==> config.mk <==
export PLATFORM = sky130hd
export DESIGN_NAME = frame_rect_drawer
export DESIGN_NICKNAME = d
export VERILOG_FILES = /design/src/rtl/frame_rect_drawer.sv
export SDC_FILE = /design/constraint.sdc
export NUM_CORES = 1
export LEC_CHECK = 0
export CORE_MARGIN = 4
export CORE_UTILIZATION = 51
export DETAILED_ROUTE_END_ITERATION = 7
export PLACE_DENSITY = 0.84
export SYNTH_ARGS = -nofsm -noshare
export SYNTH_HDL_FRONTEND = slang
export SYNTH_SLANG_ARGS = --single-unit
==> constraint.sdc <==
create_clock -name clk -period 4.9 [get_ports clk]
set_clock_uncertainty 0.15 [all_clocks]
set_input_delay 1.225 -clock clk [delete_from_list [all_inputs] [get_ports clk]]
set_output_delay 1.225 -clock clk [all_outputs]
set_load 0.005 [all_outputs]
==> src/rtl/frame_rect_drawer.sv <==
`default_nettype none
// ============================================================================
// Module      : frame_rect_drawer
// Description : Command-driven drawing engine for the reduced-resolution frame
//               buffer write port. Draws filled rectangles, outline
//               rectangles, horizontal lines and vertical lines. Emits one
//               candidate pixel per cycle in row-major order and skips (and
//               flags) any pixel outside the buffer.
//               Optional macro FRAME_WR_READY_EN adds a wr_ready back-pressure
//               input that stalls the engine on unaccepted writes.
// Revision    : 1.0 - initial release
// ============================================================================
module frame_rect_drawer #(
  parameter int FB_WIDTH  = 160,
  parameter int FB_HEIGHT = 120,
  parameter int COORD_W   = 8,
  parameter int ADDR_W    = 15,
  parameter int COLOR_W   = 24
) (
  input  logic               clk,
  input  logic               rst,
  input  logic               start,
  input  logic [1:0]         mode,
  input  logic [COORD_W-1:0] x0,
  input  logic [COORD_W-1:0] y0,
  input  logic [COORD_W-1:0] w,
  input  logic [COORD_W-1:0] h,
  input  logic [COLOR_W-1:0] color,
`ifdef FRAME_WR_READY_EN
  input  logic               wr_ready,
`endif
  output logic               busy,
  output logic               done,
  output logic               clipped,
  output logic [ADDR_W-1:0]  wr_addr,
  output logic [COLOR_W-1:0] wr_data,
  output logic               wr_en
);

  // Pixel coordinates carry one extra bit so x0+cx / y0+cy never wrap.
  localparam int c_CW   = COORD_W + 1;
  // Row base must hold (y0 + cy) * FB_WIDTH without overflow.
  localparam int c_RB_W = COORD_W + $clog2(FB_WIDTH) + 1;

  localparam logic [1:0] c_MODE_FILL    = 2'd0;
  localparam logic [1:0] c_MODE_OUTLINE = 2'd1;
  localparam logic [1:0] c_MODE_HLINE   = 2'd2;
  localparam logic [1:0] c_MODE_VLINE   = 2'd3;

  localparam logic [c_CW-1:0]   c_FBW_X  = c_CW'(FB_WIDTH);
  localparam logic [c_CW-1:0]   c_FBH_Y  = c_CW'(FB_HEIGHT);
  localparam logic [c_RB_W-1:0] c_FBW_RB = c_RB_W'(FB_WIDTH);

  typedef enum logic [1:0] {
    ST_IDLE  = 2'd0,
    ST_SETUP = 2'd1,
    ST_DRAW  = 2'd2,
    ST_DONE  = 2'd3
  } state_t;

  state_t r_state;
  state_t w_state_nxt;

  // Latched command
  logic [1:0]         r_mode;
  logic [COORD_W-1:0] r_x0;
  logic [COORD_W-1:0] r_y0;
  logic [COORD_W-1:0] r_w;
  logic [COORD_W-1:0] r_h;
  logic [COLOR_W-1:0] r_color;

  // Scan position of the candidate currently presented on the write port
  logic [COORD_W-1:0] r_cx;
  logic [COORD_W-1:0] r_cy;
  logic [c_RB_W-1:0]  r_rb;

  // Registered outputs
  logic               r_busy;
  logic               r_done;
  logic               r_clipped;
  logic [ADDR_W-1:0]  r_wr_addr;
  logic [COLOR_W-1:0] r_wr_data;
  logic               r_wr_en;

  // Next candidate and its evaluation
  logic [COORD_W-1:0] w_cand_cx;
  logic [COORD_W-1:0] w_cand_cy;
  logic [c_RB_W-1:0]  w_cand_rb;
  logic [c_CW-1:0]    w_px;
  logic [c_CW-1:0]    w_py;
  logic               w_in_bounds;
  logic               w_border;
  logic               w_needed;
  logic               w_cand_we;
  logic               w_cand_clip;
  logic [ADDR_W-1:0]  w_cand_addr;

  logic [c_RB_W-1:0]  w_rb0;
  logic [COORD_W-1:0] w_wm1;
  logic [COORD_W-1:0] w_hm1;
  logic               w_zero;
  logic               w_row_end;
  logic               w_last;
  logic               w_accept;

  assign w_rb0     = c_RB_W'(r_y0) * c_FBW_RB;
  assign w_wm1     = r_w - COORD_W'(1);
  assign w_hm1     = r_h - COORD_W'(1);
  assign w_zero    = (r_w == '0) || (r_h == '0);
  assign w_row_end = (r_cx == w_wm1);
  assign w_last    = w_row_end && (r_cy == w_hm1);

`ifdef FRAME_WR_READY_EN
  // An outstanding write must be accepted before the scan may move on.
  assign w_accept  = !r_wr_en || wr_ready;
`else
  assign w_accept  = 1'b1;
`endif

  // Candidate evaluation: bounds test, outline border test and address.
  assign w_px        = {1'b0, r_x0} + {1'b0, w_cand_cx};
  assign w_py        = {1'b0, r_y0} + {1'b0, w_cand_cy};
  assign w_in_bounds = (w_px < c_FBW_X) && (w_py < c_FBH_Y);
  assign w_border    = (w_cand_cx == '0) || (w_cand_cx == w_wm1) ||
                       (w_cand_cy == '0) || (w_cand_cy == w_hm1);
  assign w_needed    = (r_mode != c_MODE_OUTLINE) || w_border;
  assign w_cand_we   = w_needed && w_in_bounds;
  assign w_cand_clip = w_needed && !w_in_bounds;
  assign w_cand_addr = ADDR_W'(w_cand_rb + c_RB_W'(r_x0) + c_RB_W'(w_cand_cx));

  // State register.
  always_ff @(posedge clk or posedge rst) begin
    if (rst) r_state <= ST_IDLE;
    else     r_state <= w_state_nxt;
  end

  // Next-state logic and selection of the next candidate pixel.
  always_comb begin
    w_state_nxt = r_state;
    w_cand_cx   = '0;
    w_cand_cy   = '0;
    w_cand_rb   = w_rb0;
    case (r_state)
      ST_IDLE: begin
        if (start) w_state_nxt = ST_SETUP;
      end
      ST_SETUP: begin
        w_state_nxt = w_zero ? ST_DONE : ST_DRAW;
      end
      ST_DRAW: begin
        w_cand_cx = r_cx;
        w_cand_cy = r_cy;
        w_cand_rb = r_rb;
        if (w_accept) begin
          if (w_last) begin
            w_state_nxt = ST_DONE;
          end else if (w_row_end) begin
            w_cand_cx = '0;
            w_cand_cy = r_cy + COORD_W'(1);
            w_cand_rb = r_rb + c_FBW_RB;
          end else begin
            w_cand_cx = r_cx + COORD_W'(1);
          end
        end
      end
      ST_DONE: begin
        w_state_nxt = ST_IDLE;
      end
      default: begin
        w_state_nxt = ST_IDLE;
      end
    endcase
  end

  // Command latch, scan counters and registered write-port outputs.
  always_ff @(posedge clk or posedge rst) begin
    if (rst) begin
      r_mode    <= '0;
      r_x0      <= '0;
      r_y0      <= '0;
      r_w       <= '0;
      r_h       <= '0;
      r_color   <= '0;
      r_cx      <= '0;
      r_cy      <= '0;
      r_rb      <= '0;
      r_busy    <= 1'b0;
      r_done    <= 1'b0;
      r_clipped <= 1'b0;
      r_wr_addr <= '0;
      r_wr_data <= '0;
      r_wr_en   <= 1'b0;
    end else begin
      case (r_state)
        ST_IDLE: begin
          r_done  <= 1'b0;
          r_wr_en <= 1'b0;
          if (start) begin
            r_mode    <= mode;
            r_x0      <= x0;
            r_y0      <= y0;
            r_w       <= (mode == c_MODE_VLINE) ? COORD_W'(1) : w;
            r_h       <= (mode == c_MODE_HLINE) ? COORD_W'(1) : h;
            r_color   <= color;
            r_busy    <= 1'b1;
            r_clipped <= 1'b0;
          end
        end
        ST_SETUP: begin
          if (w_zero) begin
            r_done <= 1'b1;
          end else begin
            r_cx      <= '0;
            r_cy      <= '0;
            r_rb      <= w_rb0;
            r_wr_en   <= w_cand_we;
            r_wr_addr <= w_cand_addr;
            r_wr_data <= r_color;
            if (w_cand_clip) r_clipped <= 1'b1;
          end
        end
        ST_DRAW: begin
          if (w_accept) begin
            if (w_last) begin
              r_wr_en <= 1'b0;
              r_done  <= 1'b1;
            end else begin
              r_cx      <= w_cand_cx;
              r_cy      <= w_cand_cy;
              r_rb      <= w_cand_rb;
              r_wr_en   <= w_cand_we;
              r_wr_addr <= w_cand_addr;
              r_wr_data <= r_color;
              if (w_cand_clip) r_clipped <= 1'b1;
            end
          end
        end
        ST_DONE: begin
          r_done  <= 1'b0;
          r_busy  <= 1'b0;
          r_wr_en <= 1'b0;
        end
        default: begin
          r_done  <= 1'b0;
          r_busy  <= 1'b0;
          r_wr_en <= 1'b0;
        end
      endcase
    end
  end

  assign busy    = r_busy;
  assign done    = r_done;
  assign clipped = r_clipped;
  assign wr_addr = r_wr_addr;
  assign wr_data = r_wr_data;
  assign wr_en   = r_wr_en;

endmodule
`default_nettype wire

; Word-level counts from Yosys, hierarchy flattened
; Cells that the tools add are included.
[op_classes]
multipliers = 1
n_addsub = 9
muxes = 42
order_cmp = 2
n_reduce_logical = 25
n_eq_ne = 15
[ops]
columns = op, count
row1 = two-way mux 8 bit, 11
row2 = two-way mux 17 bit, 5
row3 = two-way mux 24 bit, 2
row4 = case mux 24 bit (2 select lines), 1
row5 = case mux 17 bit (2 select lines), 1
row6 = == test 8 bit, 4
row7 = logical NOT 8 bit, 4
row8 = case mux 8 bit (2 select lines), 2
row9 = adder 15 x 8 -> 15 bit, 2
row10 = two-way mux 15 bit, 2
row11 = case mux 15 bit (2 select lines), 1
row12 = adder 8 x 8 -> 9 bit, 2
row13 = adder 17 x 8 -> 17 bit (second input constant), 1
row14 = adder 8 x 1 -> 8 bit (second input constant), 2
row15 = subtractor 8 x 1 -> 8 bit (second input constant), 2
row16 = multiplier 8 x 3 -> 11 bit (second input constant), 1
row17 = two-way mux 1 bit, 10
row18 = != test 2 bit (second input constant), 5
row19 = < comparator 9 x 7 -> 1 bit (second input constant), 1
row20 = < comparator 9 x 8 -> 1 bit (second input constant), 1
row21 = case mux 1 bit (3 select lines), 3
row22 = == test 2 bit (second input constant), 4
row23 = case mux 2 bit (4 select lines), 1
row24 = AND reduction 2 bit, 4
row25 = 13 further kinds, 22
[word_totals]
in_bits = 61
elab_cells = 110
ff_bits = 136
out_inout_bits = 43

; Depth between registers and ports, before layout
; Gate-level depths: netlist of run 1.
[depth]
depth_word = 14
ltp_mapped = 25
depth_no_buf = 25

; Least setup slack after synthesis of run 1
; No wires, ideal clock.
[synth_path]
path_kind = reg-to-reg
from = register r_h[3]
to = register r_wr_addr[13], in the netlist wr_addr[13]
synth_period_minus_slack_ps = 5332
slack_ps = -432
t_arrival_ps = 5057
setup_ps = 125
path_stages_with_launch = 21
t_required_ps = 4625
path_buffers = 0
path_cell_list = dfrtp_1 or4_4 or4_4 xnor2_4 nand3_4 nor4_1 a21oi_1 a211oi_1 fa_1 ha_1 nor2b_1 o21ai_0 a21oi_1 o21ai_0 nand2b_1 a21o_1 a21o_1 nand4_1 nor2_1 xor2_1 mux2_2
[synth_via]
elab_chain_len = 9
elab_cells_between_ends = 17
cone_classes = 3 x add/sub / 3 x eq/ne / 7 x mux / 4 x reduce/logical
[synth_rtl]
columns = item, line
row1 = "start, declared", 69  ; logic [COORD_W-1:0] r_h;
row2 = "start signal, assigned", 203  ; r_h <= (mode == c_MODE_HLINE) ? COORD_W'(1) : h;
row3 = subtractor 8 x 1 -> 8 bit, 108  ; assign w_hm1 = r_h - COORD_W'(1);
row4 = == test 8 bit, 111  ; assign w_last = w_row_end && (r_cy == w_hm1);
row5 = logical AND 1 bit, 111
row6 = two-way mux 17 bit, 155  ; if (w_last) begin
row7 = two-way mux 17 bit, 143  ; case (r_state)
row8 = adder 15 x 8 -> 15 bit (2 in a row), 129  ; assign w_cand_addr = ADDR_W'(w_cand_rb + c_RB_W'(r_x0) + c_RB_W'(w_cand_cx));
row9 = two-way mux 15 bit (on tied branches), "224, 210"
row10 = case mux 15 bit (2 select lines), 194  ; case (r_state)
row11 = "end signal, assigned", 217  ; r_wr_addr <= w_cand_addr;
row12 = "end signal, assigned", 232  ; r_wr_addr <= w_cand_addr;
row13 = "end, declared", 81  ; logic [ADDR_W-1:0] r_wr_addr;
; Parallel ways exist; a longest one is shown, timed or not. The select of a mux whose other input is x is not followed.
; A chain may end at the register's enable or synchronous reset.

; Worst setup path after layout of run 1
[layout_path]
from = register r_h[4]
to = register r_wr_addr[13], in the netlist wr_addr[13]
; The elaborated chain is that of the path after synthesis.

==> results of run 1 <==
[power breakdown]
part           leakage [nW]  internal [mW]  switching [mW]
clock                 0.294          0.776           0.530
sequential             1.65           1.62           0.429
combinational          2.90           2.34            2.27
total                  4.85           4.73            3.23
[flip-flops by register name, indices dropped and copies added (netlist names), 15 cells and up]
| register | flops |
|---|---|
| r_color | 24 |
| r_rb | 15 |
| wr_data | 24 |
| wr_addr | 15 |
[cell usage after synthesis, types with 14 or more instances]
master / n
nand2_1: 56
o21ai_0: 45
xor2_1: 20
dfrtp_1: 134
nor2b_1: 16
nand3_1: 16
nor2_1: 36
inv_1: 46
a21oi_1: 26
mux2_2: 86
ha_1: 45
xnor2_1: 36
a22o_1: 14
clkbuf_1: 25
[timing repair]
action                                  in CTS  in global routing
pin swaps                                   21                 10
endpoints found under the setup margin       8                 10
resized for setup                           15                 20
setup buffers                                9                  5
[final timing paths]
check                      cells past startpoint  slack (ns)     endpoint        start
setup / recovery                              20       -0.24  wr_addr[13]       r_h[4]
hold / removal                                 2        0.33  wr_addr[11]  wr_addr[11]
setup reg to reg                              20       -0.24  wr_addr[13]       r_h[4]
hold reg to reg                                2        0.33  wr_addr[11]  wr_addr[11]
max in group asynchronous                      3        2.59      r_cy[6]          rst
min in group asynchronous                      2        1.08  wr_data[21]          rst
[metal layers]
metal | vias up | global-route usage | wire [um]
li1 | 3208 | - | -
met2 | 257 | 0.395 | 10700
met1 | 3285 | 0.288 | 8550
met3 | 61 | 0.0725 | 1460
met5 | - | 0 | 0
met4 | 0 | 0.0896 | 604
[cell families after synthesis]
logic type	count (synthesis)	share of synthesized area
compound gates	175	0.148
xor+xnor	59	0.0675
fa+ha+maj	55	0.0915
buf+inv	81	0.0380
flops	134	0.402
mux	92	0.123
simple gates	202	0.130
[tightest hold or removal path: stages, from the launching register on]
cell     delay [ns]
dfrtp_1        0.34
nand2_1        0.05
o21ai_0        0.06
[layout make-up]
cell class / count / area share
repair buffers: 181 / 0.151
clock buffers: 18 / 0.0403
inverters: 46 / 0.0162
well taps: 216 / 0.0248
flip-flops and latches: 134 / 0.307
multi-input cells: 583 / 0.445
clock inverters: 14 / 0.0149
[stage by stage]
stage,TNS [ns],instances,cell area (um2),power [mW]
after floorplan,-0.0694,798,8390,4.89
after detailed placement,-0.690,1150,10100,6.34
after global routing,-1.96,1192,10900,8.54
final,-0.528,1192,10900,7.97
after CTS,-0.190,1191,10800,7.87
after global placement,-0.249,1150,10100,6.19
==> run_results.csv, run 1 <==
group,metric,value,unit
routing,routedWlPerCell,17.9,um
yosys,async_reset_ff_frac,1.00,
routing,drc,0,
cts,path_clk_slew,0.06,ns
cts,cts.sinks,134,
worst_setup_path,crit_type,"reg -> reg",
sta,relSlewSlack,0.569,
power,leakagePower,4.85,nW
placed_design,pre_cts_ws,-0.272,ns
global_routing,grtUsageTotal,0.236,
yosys,synth_area_per_cell,10.4,um2
layout,fin_util,0.684,
floorplan,core-area,0.0159,mm2
sta,worst_pin_slew,0.646,ns
floorplan,die_area,0.0185,mm2
sta,hold_ws,0.329,ns
layout,fillers,1155,
layout,multiInputGateArea,0.00486,mm2
floorplan,io_pins,104,
layout,layout_common_cells,"dfrtp_1, clkdlybuf4s50_1, mux2_2",
layout,regArea,0.00335,mm2
yosys,yosys_warnings,0,
sta,rsz0062_at_grt,"yes",
global_routing,grt_pass1_vias,6913,
floorplan,die_y,136,um
routing,vias_per_cell,5.71,
worst_setup_path,worstPathMaxFanout,4,
yosys,seq_area_frac_synth,0.402,
worst_setup_path,cp_top_family,"simple AND/OR/NAND/NOR gates",
yosys,netlist_top_cells_area,"dfrtp_1, mux2_2, ha_1",
cts,cts_root_buffer,"clkbuf_16",
yosys,syn_nets,914,
worst_setup_path,slowest_stage,"or4_4",
outcome,status,"finished with violations",
routing,ant_nets,0,
yosys,synth_edf_count,0,
cts,cts_tree,"yes",
sta,drv_slew,0,
routing,drt_iter0_markers,515,
worst_setup_path,path_cells,"or4_4 > or4_4 > xnor2_4 > nand3_4 > nor4_4 > a21oi_2 > a211oi_2 > fa_1 > ha_4 > nor2b_4 > o21ai_2 > a21oi_2 > o21ai_1 > nand2b_1 > a21o_1 > a21o_1 > nand4_1 > nor2_1 > xor2_1 > mux2_4",
yosys,netlist_instances,798,
global_routing,antenna_found_initial,0,
power,powerDensity,730,mW/mm2
yosys,syn_area,0.00834,mm2
routing,vias,6811,
yosys,synth_flop_cell,"dfrtp_1",
cts,cts_hold_buffers,0,
yosys,synth_top_area_frac,0.402,
cts,htreeDepth,4,
global_routing,grt_remaining_overflow,0,
floorplan,rows,46,
layout,drive_above_1_share,0.260,
sta,period_share,1.05,
worst_setup_path,max_stage_delay,0.55,ns
layout,mostFrequentLayoutCell,"dfrtp_1",
yosys,synth_top_area_cell,"dfrtp_1",
floorplan,start_util,0.523,
cts,cts_max_path_buffers,2,
cts,insertion_delay,0.43,ns
worst_setup_path,arrival,5.30,ns
floorplan,die_x,136,um
placed_design,io_buffers,103,
placed_design,dp_hpwl,14600,um
routing,drt_pre_antenna_iters,7,
worst_setup_path,cp-start-kind,"register",
placed_design,gp_congestion,0.985,
min_path,hold_class,"reg -> reg",
power,max-vdd-ir-drop,0.000482,V
global_routing,grt_max_degree,106,
worst_setup_path,critical_path_required,5.06,ns
worst_setup_path,worstPathBufferInverterCount,0,
cts,cts_buffers,17,
outcome,violations,"negative setup slack",
sta,fin_crit,5.14,ns
run,cap_violations,0,
layout,area_delta_synth_final,30.8,%
layout,final_nets,1079,
yosys,ys_types,83,
global_routing,grt_pass1_wl,34400,um
routing,wirelength,21300,um
yosys,ys_seq_elements,134,
sta,worst_slack,-0.243,ns
layout,antennaDiodeCount,0,
worst_setup_path,worstSetupEndpointType,"register",
sta,max_clock_freq,194,MHz
sta,hold_violations,0,
sta,setup_viol,3,
Note: power is estimated with default switching activity, not from simulation.
==> run 2: changes to the inputs <==
--- a/config.mk
+++ b/config.mk
@@ -6,9 +6,10 @@
 export NUM_CORES = 1
 export LEC_CHECK = 0
 export CORE_MARGIN = 4
-export CORE_UTILIZATION = 51
+export CORE_UTILIZATION = 53
+export CTS_BUF_LIST = sky130_fd_sc_hd__clkbuf_8
 export DETAILED_ROUTE_END_ITERATION = 7
-export PLACE_DENSITY = 0.84
+export PLACE_DENSITY = 0.87
 export SYNTH_ARGS = -nofsm -noshare
 export SYNTH_HDL_FRONTEND = slang
 export SYNTH_SLANG_ARGS = --single-unit
==> run_results.csv, run 2 (same netlist as run 1, synthesis figures left out) <==
group,metric,value,unit
outcome,status,"finished with violations",
outcome,violations,"negative setup slack",
global_routing,grt_pass1_vias,6778,
worst_setup_path,rrSetupSlack,-0.10,ns
placed_design,dp_hpwl,14600,um
layout,area_delta_synth_final,30.8,%
worst_setup_path,worstPathMaxFanout,2,
layout,final_nets,1082,
cts,htreeDepth,4,
min_path,worstHoldStart,"wr_addr[8]",
min_path,hold_class,"reg -> reg",
placed_design,io_buffers,103,
routing,drc,0,
placed_design,gp_congestion,0.951,
routing,ant_nets,0,
power,seq_power_share,0.259,
worst_setup_path,slowest_stage,"or4_4",
worst_setup_path,crit_type,"reg -> reg",
sta,setup_viol,3,
cts,cts_buffers,17,
worst_setup_path,rr_endpoint,"wr_addr[14]",
floorplan,rows,45,
worst_setup_path,max_stage_delay,0.54,ns
global_routing,grt_remaining_overflow,0,
layout,fin_util,0.712,
cts,insertion_delay,0.45,ns
placed_design,pre_cts_ws,-0.219,ns
global_routing,antenna_found_initial,0,
floorplan,io_pins,104,
worst_setup_path,cp-start-kind,"register",
power,p_clk_frac,0.139,
floorplan,die_y,133,um
floorplan,core-area,0.0153,mm2
min_path,holdPathEnd,"wr_addr[8]",
floorplan,die_area,0.0178,mm2
worst_setup_path,path_cells,"or4_4 > or4_4 > xnor2_4 > buf_4 > and3_4 > nand4_1 > o32ai_2 > fa_1 > ha_1 > a21o_1 > a21oi_4 > o21ai_2 > a21oi_2 > o21bai_1 > a21oi_2 > nor2b_2 > o2111a_2 > o2111ai_2 > xnor2_1 > o21ai_1",
sta,relSlewSlack,0.432,
layout,mostFrequentLayoutCell,"dfrtp_1",
power,max-vdd-ir-drop,0.000435,V
layout,post-route-cell-area,0.0109,mm2
sta,fin_crit,5.00,ns
layout,antennaDiodeCount,0,
routing,routedWlPerCell,17.8,um
layout,drive_above_1_share,0.276,
routing,vias,6826,
placed_design,place_area,0.0101,mm2
floorplan,start_util,0.544,
global_routing,grtUsageTotal,0.230,
layout,layout_common_cells,"dfrtp_1, clkdlybuf4s50_1, mux2_2",
global_routing,grt_pass1_wl,33300,um
worst_setup_path,critical_path_required,5.08,ns
cts,cts_root_buffer,"clkbuf_8",
cts,cts_tree,"yes",
cts,path_clk_slew,0.08,ns
cts,cts_max_path_buffers,2,
sta,hold_violations,0,
sta,worst_slack,-0.101,ns
routing,drt_iter0_markers,518,
power,comb_power_share,0.602,
global_routing,grt_max_degree,80,
power,leakagePower,4.83,nW
cts,cts.sinks,134,
power,p_int,4.66,mW
worst_setup_path,reg2reg_depth,20,
sta,rsz0062_at_grt,"yes",
power,switchingPower,3.24,mW
sta,drv_slew,0,
floorplan,die_x,133,um
worst_setup_path,reg2reg_from,"r_h[2]",
power,powerDensity,724,mW/mm2
power,total_power,7.90,mW
worst_setup_path,worstSetupEndpointType,"register",
routing,wirelength,21200,um
sta,worst_pin_slew,0.851,ns
sta,max_clock_freq,200,MHz
sta,period_share,1.02,
routing,drt_pre_antenna_iters,5,
routing,vias_per_cell,5.74,
worst_setup_path,arrival,5.18,ns
power,switching_share,0.410,
run,cap_violations,0,
min_path,min_path_cells,2,
==> run 2: cell types whose count changed in the layout (fill, tap and decap cells not counted), sizes merged <==
cell,change
buf,+2
bufinv,+3
clkinv,-2
==> run 2: metal layers <==
| metal | part of all wire | vias to the layer above | GRT usage |
|---|---|---|---|
| met5 | 0 | - | 0 |
| met4 | 0.022 | 0 | 0.0737 |
| met3 | 0.064 | 45 | 0.0589 |
| met2 | 0.50 | 253 | 0.388 |
| met1 | 0.41 | 3304 | 0.291 |
| li1 | - | 3224 | - |
==> run 2: worst max-delay path by stage <==
stage / start / to / slack (ns) / cells past startpoint
3_3_place_gp: r_h[2] / wr_addr[13] / -0.13 / 23
3_5_place_dp: r_h[2] / wr_addr[13] / -0.22 / 23
6_report: r_h[2] / wr_addr[14] / -0.10 / 20
4_1_cts: r_h[2] / wr_addr[13] / -0.13 / 20
5_1_grt: r_h[2] / wr_addr[14] / -0.34 / 19
2_1_floorplan: r_h[3] / wr_addr[13] / -0.05 / 23
==> run 2: metrics by stage <==
step | cells | TNS (ns) | hold WS (ns)
after floorplan | 798 | -0.0694 | 0.301
after global placement | 1143 | -0.142 | 0.315
after detailed placement | 1143 | -0.747 | 0.319
after CTS | 1178 | -0.387 | 0.337
after global routing | 1190 | -1.71 | 0.381
final | 1190 | -0.218 | 0.333
==> run 2: what timing repair did <==
item                                    CTS  global route
setup buffers                             3            11
resized for setup                        10            40
hold buffers                              0             0
endpoints found under the setup margin    9             9
cloned                                    0             1
pin swaps                                11            33
==> run 2: final cells by class <==
cell class,count,area [um2]
Clock buffer,17,234
Multi-Input combinational cell,583,4920
Tap cell,211,264
Clock inverter,15,241
Timing Repair Buffer,184,1720
Inverter,46,176
Sequential cell,134,3350
Fill cell,1078,4410
==> run 2: critical path: cells and delay by family, from the launching register on <==
kind	cells	cell delay, ns
flops	1	0.38
fa+ha+maj	2	0.78
simple gates	5	1.54
compound gates	10	1.49
buf+inv	1	0.14
xor+xnor	2	0.38
==> run 2: power groups by stage <==
stage	logic, mW	clock network [mW]	registers, mW
finish	4.76	1.10	2.05
detailed placement	4.34	0	2.04
CTS	4.50	1.12	2.03
global placement	4.21	0	2.02
global route	5.19	1.17	2.11
floorplan	2.96	0	1.94
==> run 3: changes to the inputs <==
--- a/config.mk
+++ b/config.mk
@@ -10,6 +10,7 @@
 export CTS_BUF_LIST = sky130_fd_sc_hd__clkbuf_8
 export DETAILED_ROUTE_END_ITERATION = 7
 export PLACE_DENSITY = 0.87
+export REMOVE_ABC_BUFFERS = 1
 export SYNTH_ARGS = -nofsm -noshare
 export SYNTH_HDL_FRONTEND = slang
 export SYNTH_SLANG_ARGS = --single-unit
==> run_results.csv, run 3 (same netlist as run 1, synthesis figures left out) <==
group,metric,value,unit
power,leakagePower,4.97,nW
min_path,hold_class,"reg -> reg",
routing,ant_nets,0,
worst_setup_path,reg2reg_depth,24,
routing,vias,6994,
cts,cts_tree,"yes",
layout,mostFrequentLayoutCell,"dfrtp_1",
worst_setup_path,reg2reg_from,"r_h[2]",
layout,layout_common_cells,"dfrtp_1, buf_4, clkdlybuf4s50_1",
placed_design,gp_congestion,0.924,
placed_design,dp_hpwl,14900,um
global_routing,antenna_found_initial,0,
run,cap_violations,0,
cts,path_clk_slew,0.09,ns
worst_setup_path,arrival,5.25,ns
layout,fin_util,0.725,
worst_setup_path,rr_endpoint,"wr_addr[13]",
routing,drt_pre_antenna_iters,5,
sta,drv_slew,0,
floorplan,core-area,0.0153,mm2
routing,drc,0,
sta,period_share,1.03,
routing,routedWlPerCell,17.6,um
sta,tns,-0.195,ns
sta,hold_violations,0,
worst_setup_path,critical_path_required,5.12,ns
cts,cts.sinks,134,
worst_setup_path,worstPathMaxFanout,4,
worst_setup_path,cp-start-kind,"register",
cts,insertion_delay,0.48,ns
cts,htreeDepth,4,
global_routing,grt_pass1_wl,34400,um
outcome,status,"finished with violations",
sta,worst_pin_slew,0.766,ns
sta,rsz0062_at_grt,"yes",
power,total_power,7.93,mW
layout,regArea,0.00335,mm2
worst_setup_path,cp-startpoint,"r_h[2]",
worst_setup_path,rrSetupSlack,-0.13,ns
routing,wirelength,21500,um
floorplan,start_util,0.544,
layout,multiInputGateArea,0.00497,mm2
sta,relSlewSlack,0.487,
worst_setup_path,crit_path_end,"wr_addr[13]",
floorplan,die_area,0.0178,mm2
cts,cts_root_buffer,"clkbuf_8",
floorplan,die_y,133,um
layout,antennaDiodeCount,0,
global_routing,grtUsageTotal,0.240,
layout,fillers,1093,
layout,area_delta_synth_final,33.2,%
worst_setup_path,slowest_stage,"or4_4",
layout,final_nets,1117,
floorplan,rows,45,
worst_setup_path,worstSetupEndpointType,"register",
cts,cts_hold_buffers,0,
layout,drive_above_1_share,0.304,
global_routing,grt_max_degree,77,
global_routing,grt_remaining_overflow,0,
routing,drt_iter0_markers,576,
cts,cts_buffers,17,
sta,setup_viol,5,
power,powerDensity,714,mW/mm2
outcome,violations,"negative setup slack",
power,max-vdd-ir-drop,0.000389,V
worst_setup_path,path_cells,"or4_4 > or4_4 > xnor2_4 > nand3_4 > buf_6 > nor2_4 > a41o_1 > inv_2 > fa_1 > inv_1 > ha_2 > inv_2 > fa_2 > nor2b_4 > o21ai_2 > a21oi_2 > o21ai_1 > nand2b_1 > a21o_1 > a21o_1 > nand4_1 > nor2_1 > xor2_1 > mux2_2",
worst_setup_path,crit_type,"reg -> reg",
placed_design,io_buffers,103,
sta,worst_slack,-0.133,ns
floorplan,die_x,133,um
sta,fin_crit,5.03,ns
routing,vias_per_cell,5.71,
cts,cts_max_path_buffers,2,
global_routing,grt_pass1_vias,7065,
sta,max_clock_freq,199,MHz
worst_setup_path,max_stage_delay,0.54,ns
floorplan,io_pins,104,
run 3: changes by cell type in the layout (fill, tap and decap cells not counted), sizes merged:
cell,previous run,this run
clkbuf,18,17
buf,80,116
clkinvlp,2,1
bufinv,5,0
inv,51,57
run 3: per-stage QoR:
step                      std cells  hold WS, ns  cell area (um2)  worst slack, ns
after detailed placement       1164        0.322            10200           -0.382
after CTS                      1208        0.342            10700           -0.163
after global placement         1164        0.311            10200           -0.263
after global routing           1225        0.371            11100           -0.358
final                          1225        0.335            11100           -0.133
after floorplan                 763        0.301             8190            -1.33
run 3: how the worst min path moves through the flow:
stage,slack (ns),to,from,cells after the start
floorplan,0.30,r_mode[0],r_mode[0],2
global placement,0.31,wr_addr[0],wr_addr[0],2
detailed placement,0.32,wr_addr[4],wr_addr[4],2
CTS,0.34,wr_addr[4],wr_addr[4],2
global route,0.37,wr_addr[12],wr_addr[12],2
finish,0.33,wr_addr[6],wr_addr[6],2
run 3: power breakdown:
part	leakage, nW	total, mW	internal [mW]	switching [mW]
Combinational	3.12	5.00	2.59	2.41
Sequential	1.65	2.02	1.61	0.402
Clock	0.195	0.918	0.381	0.537
run 3: worst max-delay path, delay by kind of cell, from the launching register on:
kind / cells / cell delay [ns]
xor+xnor: 2 / 0.30
flops: 1 / 0.39
mux: 1 / 0.26
fa+ha+maj: 3 / 0.97
buf+inv: 4 / 0.30
simple gates: 8 / 1.77
compound gates: 6 / 0.81
run 3: cell type report:
| class | count | share of cell area |
|---|---|---|
| Multi-Input combinational cell | 583 | 0.447 |
| Timing Repair Buffer | 219 | 0.177 |
| Inverter | 46 | 0.0160 |
| Tap cell | 211 | 0.0238 |
| Clock inverter | 15 | 0.0135 |
| Sequential cell | 134 | 0.302 |
| Clock buffer | 17 | 0.0211 |
run 3: per-layer routing:
metal	track usage	part of all wire
met3	0.0718	0.062
met2	0.399	0.49
met4	0.0966	0.031
met1	0.293	0.41
met5	0	0
run 3: repair_timing:
action | CTS | global route
pin swaps | 27 | 25
endpoints found under the hold margin | 0 | 0
buffers inserted | 12 | 20
resized for setup | 23 | 57
cloned | 0 | 0
setup endpoints to repair | 9 | 9
==> RTL change (config.mk and constraints of run 1) <==
Set the parameter `ADDR_W` to 16 (it was 15).
--- a/src/rtl/frame_rect_drawer.sv
+++ b/src/rtl/frame_rect_drawer.sv
@@ -14,7 +14,7 @@
   parameter int FB_WIDTH  = 160,
   parameter int FB_HEIGHT = 120,
   parameter int COORD_W   = 8,
-  parameter int ADDR_W    = 15,
+  parameter int ADDR_W    = 16,
   parameter int COLOR_W   = 24
 ) (
   input  logic               clk,
Interface: changed (resized wr_addr); port bits go from 104 to 105. The function was not compared with the original's and may differ.
==> RTL change against run 1 <==
  * The run still ends with negative setup slack left
  * Design area is 4.5% higher
  * Worst setup slack worse by 0.080 ns
  * Area after synthesis increased by 1.4%
  * Sequential cell count increased by 2
  * Non-clock buffer count grew 31
  * Routed wire length rose by 11%
  * Synthesized cell count is 13% higher
  * Power increased by 6.9%
  * Critical endpoint is now wr_addr[14]
  * Highest routed layer unchanged
==> RTL change: results <==
[outcome]
status = complete, but fails checks
violations = negative setup slack

[setup_path]
cpMaxStageDelayCell = or4_4
reg2reg_from = r_w[2]
cp_max_fo = 6
worstRegToRegCells = 19
path_delay_family = simple AND/OR/NAND/NOR gates
worst_ep_arrival_time_ns = 5.34
worst_r2r_endpoint = wr_addr[14]
critPathMaxStageDelay_ns = 0.61

[logic_synthesis]
ys_seq_area_share_pct = 40.24
synthesis.nets = 1020
yosys.cell_types.count = 71
yosys_most_used_dff = dfrtp_1
synth_async_sr_flop_share_pct = 100.0
yosys_warning_total = 0
syn-mean-instance-area_um2 = 9.355
yosys-top-cells-area = dfrtp_1 40%, nand2_1 8.0%, ha_1 6.7%
synth_commonest_cells = 181 x nand2_1, 136 x dfrtp_1, 58 x o21ai_0, 45 x ha_1, 45 x mux2_2

[sta]
timing.setup.tns_ns = -1.762
setup_slack_ns = -0.3230
worst_slew_margin_rel_pct = 31.97
report.final.setup_viol = 10

[layout]
instances_no_fill = 1320
antenna_cells_inserted = 0
post_route_cells_drive_above_1_share_pct = 24.18
num-nets-final = 1207

[cts]
max-clock-path-buffers = 2
cts_root_buffer_type = clkbuf_16
clock_latency_ns = 0.43
cts_inserted_buffers = 17
clk_pin_slew_worst_paths_ns = 0.07
hold_buffers = 0

[grt]
grt_first_pass_wirelength_um = 37320
grtUsageTotal_pct = 25.16
initial_antenna_violation_count = 0
grt_pass1_vias = 7471
grt_max_degree = 51

[placed_design]
detailed_place.area_um2 = 10310
place.gp.congestion = 0.9276
post-place-ws_ns = -0.1112
dp_hpwl_um = 15880
io_buffers = 104

[route]
viasPerCell = 5.737
final_routed_wire_length_divided_by_cell_count_um = 17.93
initialDrtViolationCount = 501
drt_pass1_iterations = 5

[min_path]
hold_path_end = wr_data[1]
hold-path-cell-count = 2
worst_min_delay_path_startpoint = r_color[1]
worstHoldPathType = reg -> reg

[power_and_ir_drop]
irDropWorstVdd_mv = 0.4159
total_leakage_power_nw = 5.209
==> RTL change: logic make-up (layout without fill, tap and decap cells) <==
family	count (synthesis)	count (layout)	synth area share, %
simple gates	345	345	19.68
compound gates	169	169	13.11
flops	136	136	40.24
buf+inv	83	283	3.965
xor+xnor	62	62	6.924
fa+ha+maj	56	56	9.143
mux	53	53	6.939
==> RTL change: worst max-delay path by stage <==
stage                              to  depth (start not counted)  startpoint  slack [ns]
after global placement    wr_addr[15]                         24      r_w[0]        0.02
after global routing      wr_addr[14]                         21      r_w[0]       -0.54
after detailed placement  wr_addr[15]                         24      r_w[0]       -0.11
after CTS                 wr_addr[15]                         22      r_w[3]       -0.06
after floorplan           wr_addr[14]                         21      r_h[0]       -0.05
final                     wr_addr[14]                         19      r_w[2]       -0.32
==> RTL change: report_power, final <==
part | switching, W | internal (W)
Sequential | 0.000443 | 0.00164
Combinational | 0.00273 | 0.00249
Clock | 0.000556 | 0.000666
==> RTL change: final cells by class <==
type                       count  area [µm²]
inverter                      39       150.1
tap                          216       270.3
clock inverter                15       132.6
clock buffer                  17       425.4
sequential                   136        3406
multi-input combinational    685        5115
timing repair buffer         212        1901
fill                        1067        4658
==> RTL change: timing repair <==
| action | in CTS | in global routing |
|---|---|---|
| pin swaps | 14 | 30 |
| gates cloned | 0 | 0 |
| endpoints found under the hold margin | 0 | 0 |
| resized for setup | 19 | 45 |
| endpoints found under the setup margin | 8 | 11 |
| buffers inserted | 11 | 19 |
==> RTL change: per-layer routing <==
metal / vias up / share of wire (%) / GRT usage, %
li1: 3510 / - / -
met1: 3681 / 42 / 32.73
met2: 306 / 48 / 41.57
met3: 76 / 6.1 / 5.257
met4: 0 / 3.8 / 9.479
met5: - / 0 / 0
==> RTL change: per-stage QoR <==
| step | util (%) | power [W] | hold WS (ns) |
|---|---|---|---|
| final | 70.99 | 0.008517 | 0.3200 |
| after global routing | 70.99 | 0.009115 | 0.3372 |
| after CTS | 68.65 | 0.008033 | 0.3199 |
| after detailed placement | 64.22 | 0.006612 | 0.3026 |
| after global placement | 64.22 | 0.006431 | 0.2922 |
| after floorplan | - | 0.004987 | 0.2831 |
==> RTL change: worst reg2reg max path, stage by stage (launching register included) <==
cell and delay, ns:
dfrtp_2 0.46, or4_4 0.60, nor2_4 0.14, o32ai_4 0.10, or4_4 0.61, buf_8 0.17, nor3_4 0.29, buf_6 0.15
nand2_1 0.08, a31oi_4 0.20, fa_1 0.46, ha_1 0.33, inv_1 0.07, o21bai_1 0.17, a21oi_1 0.12, nor2b_1 0.23
o21ai_2 0.12, nor3_1 0.30, xor2_1 0.22, o21ai_0 0.10
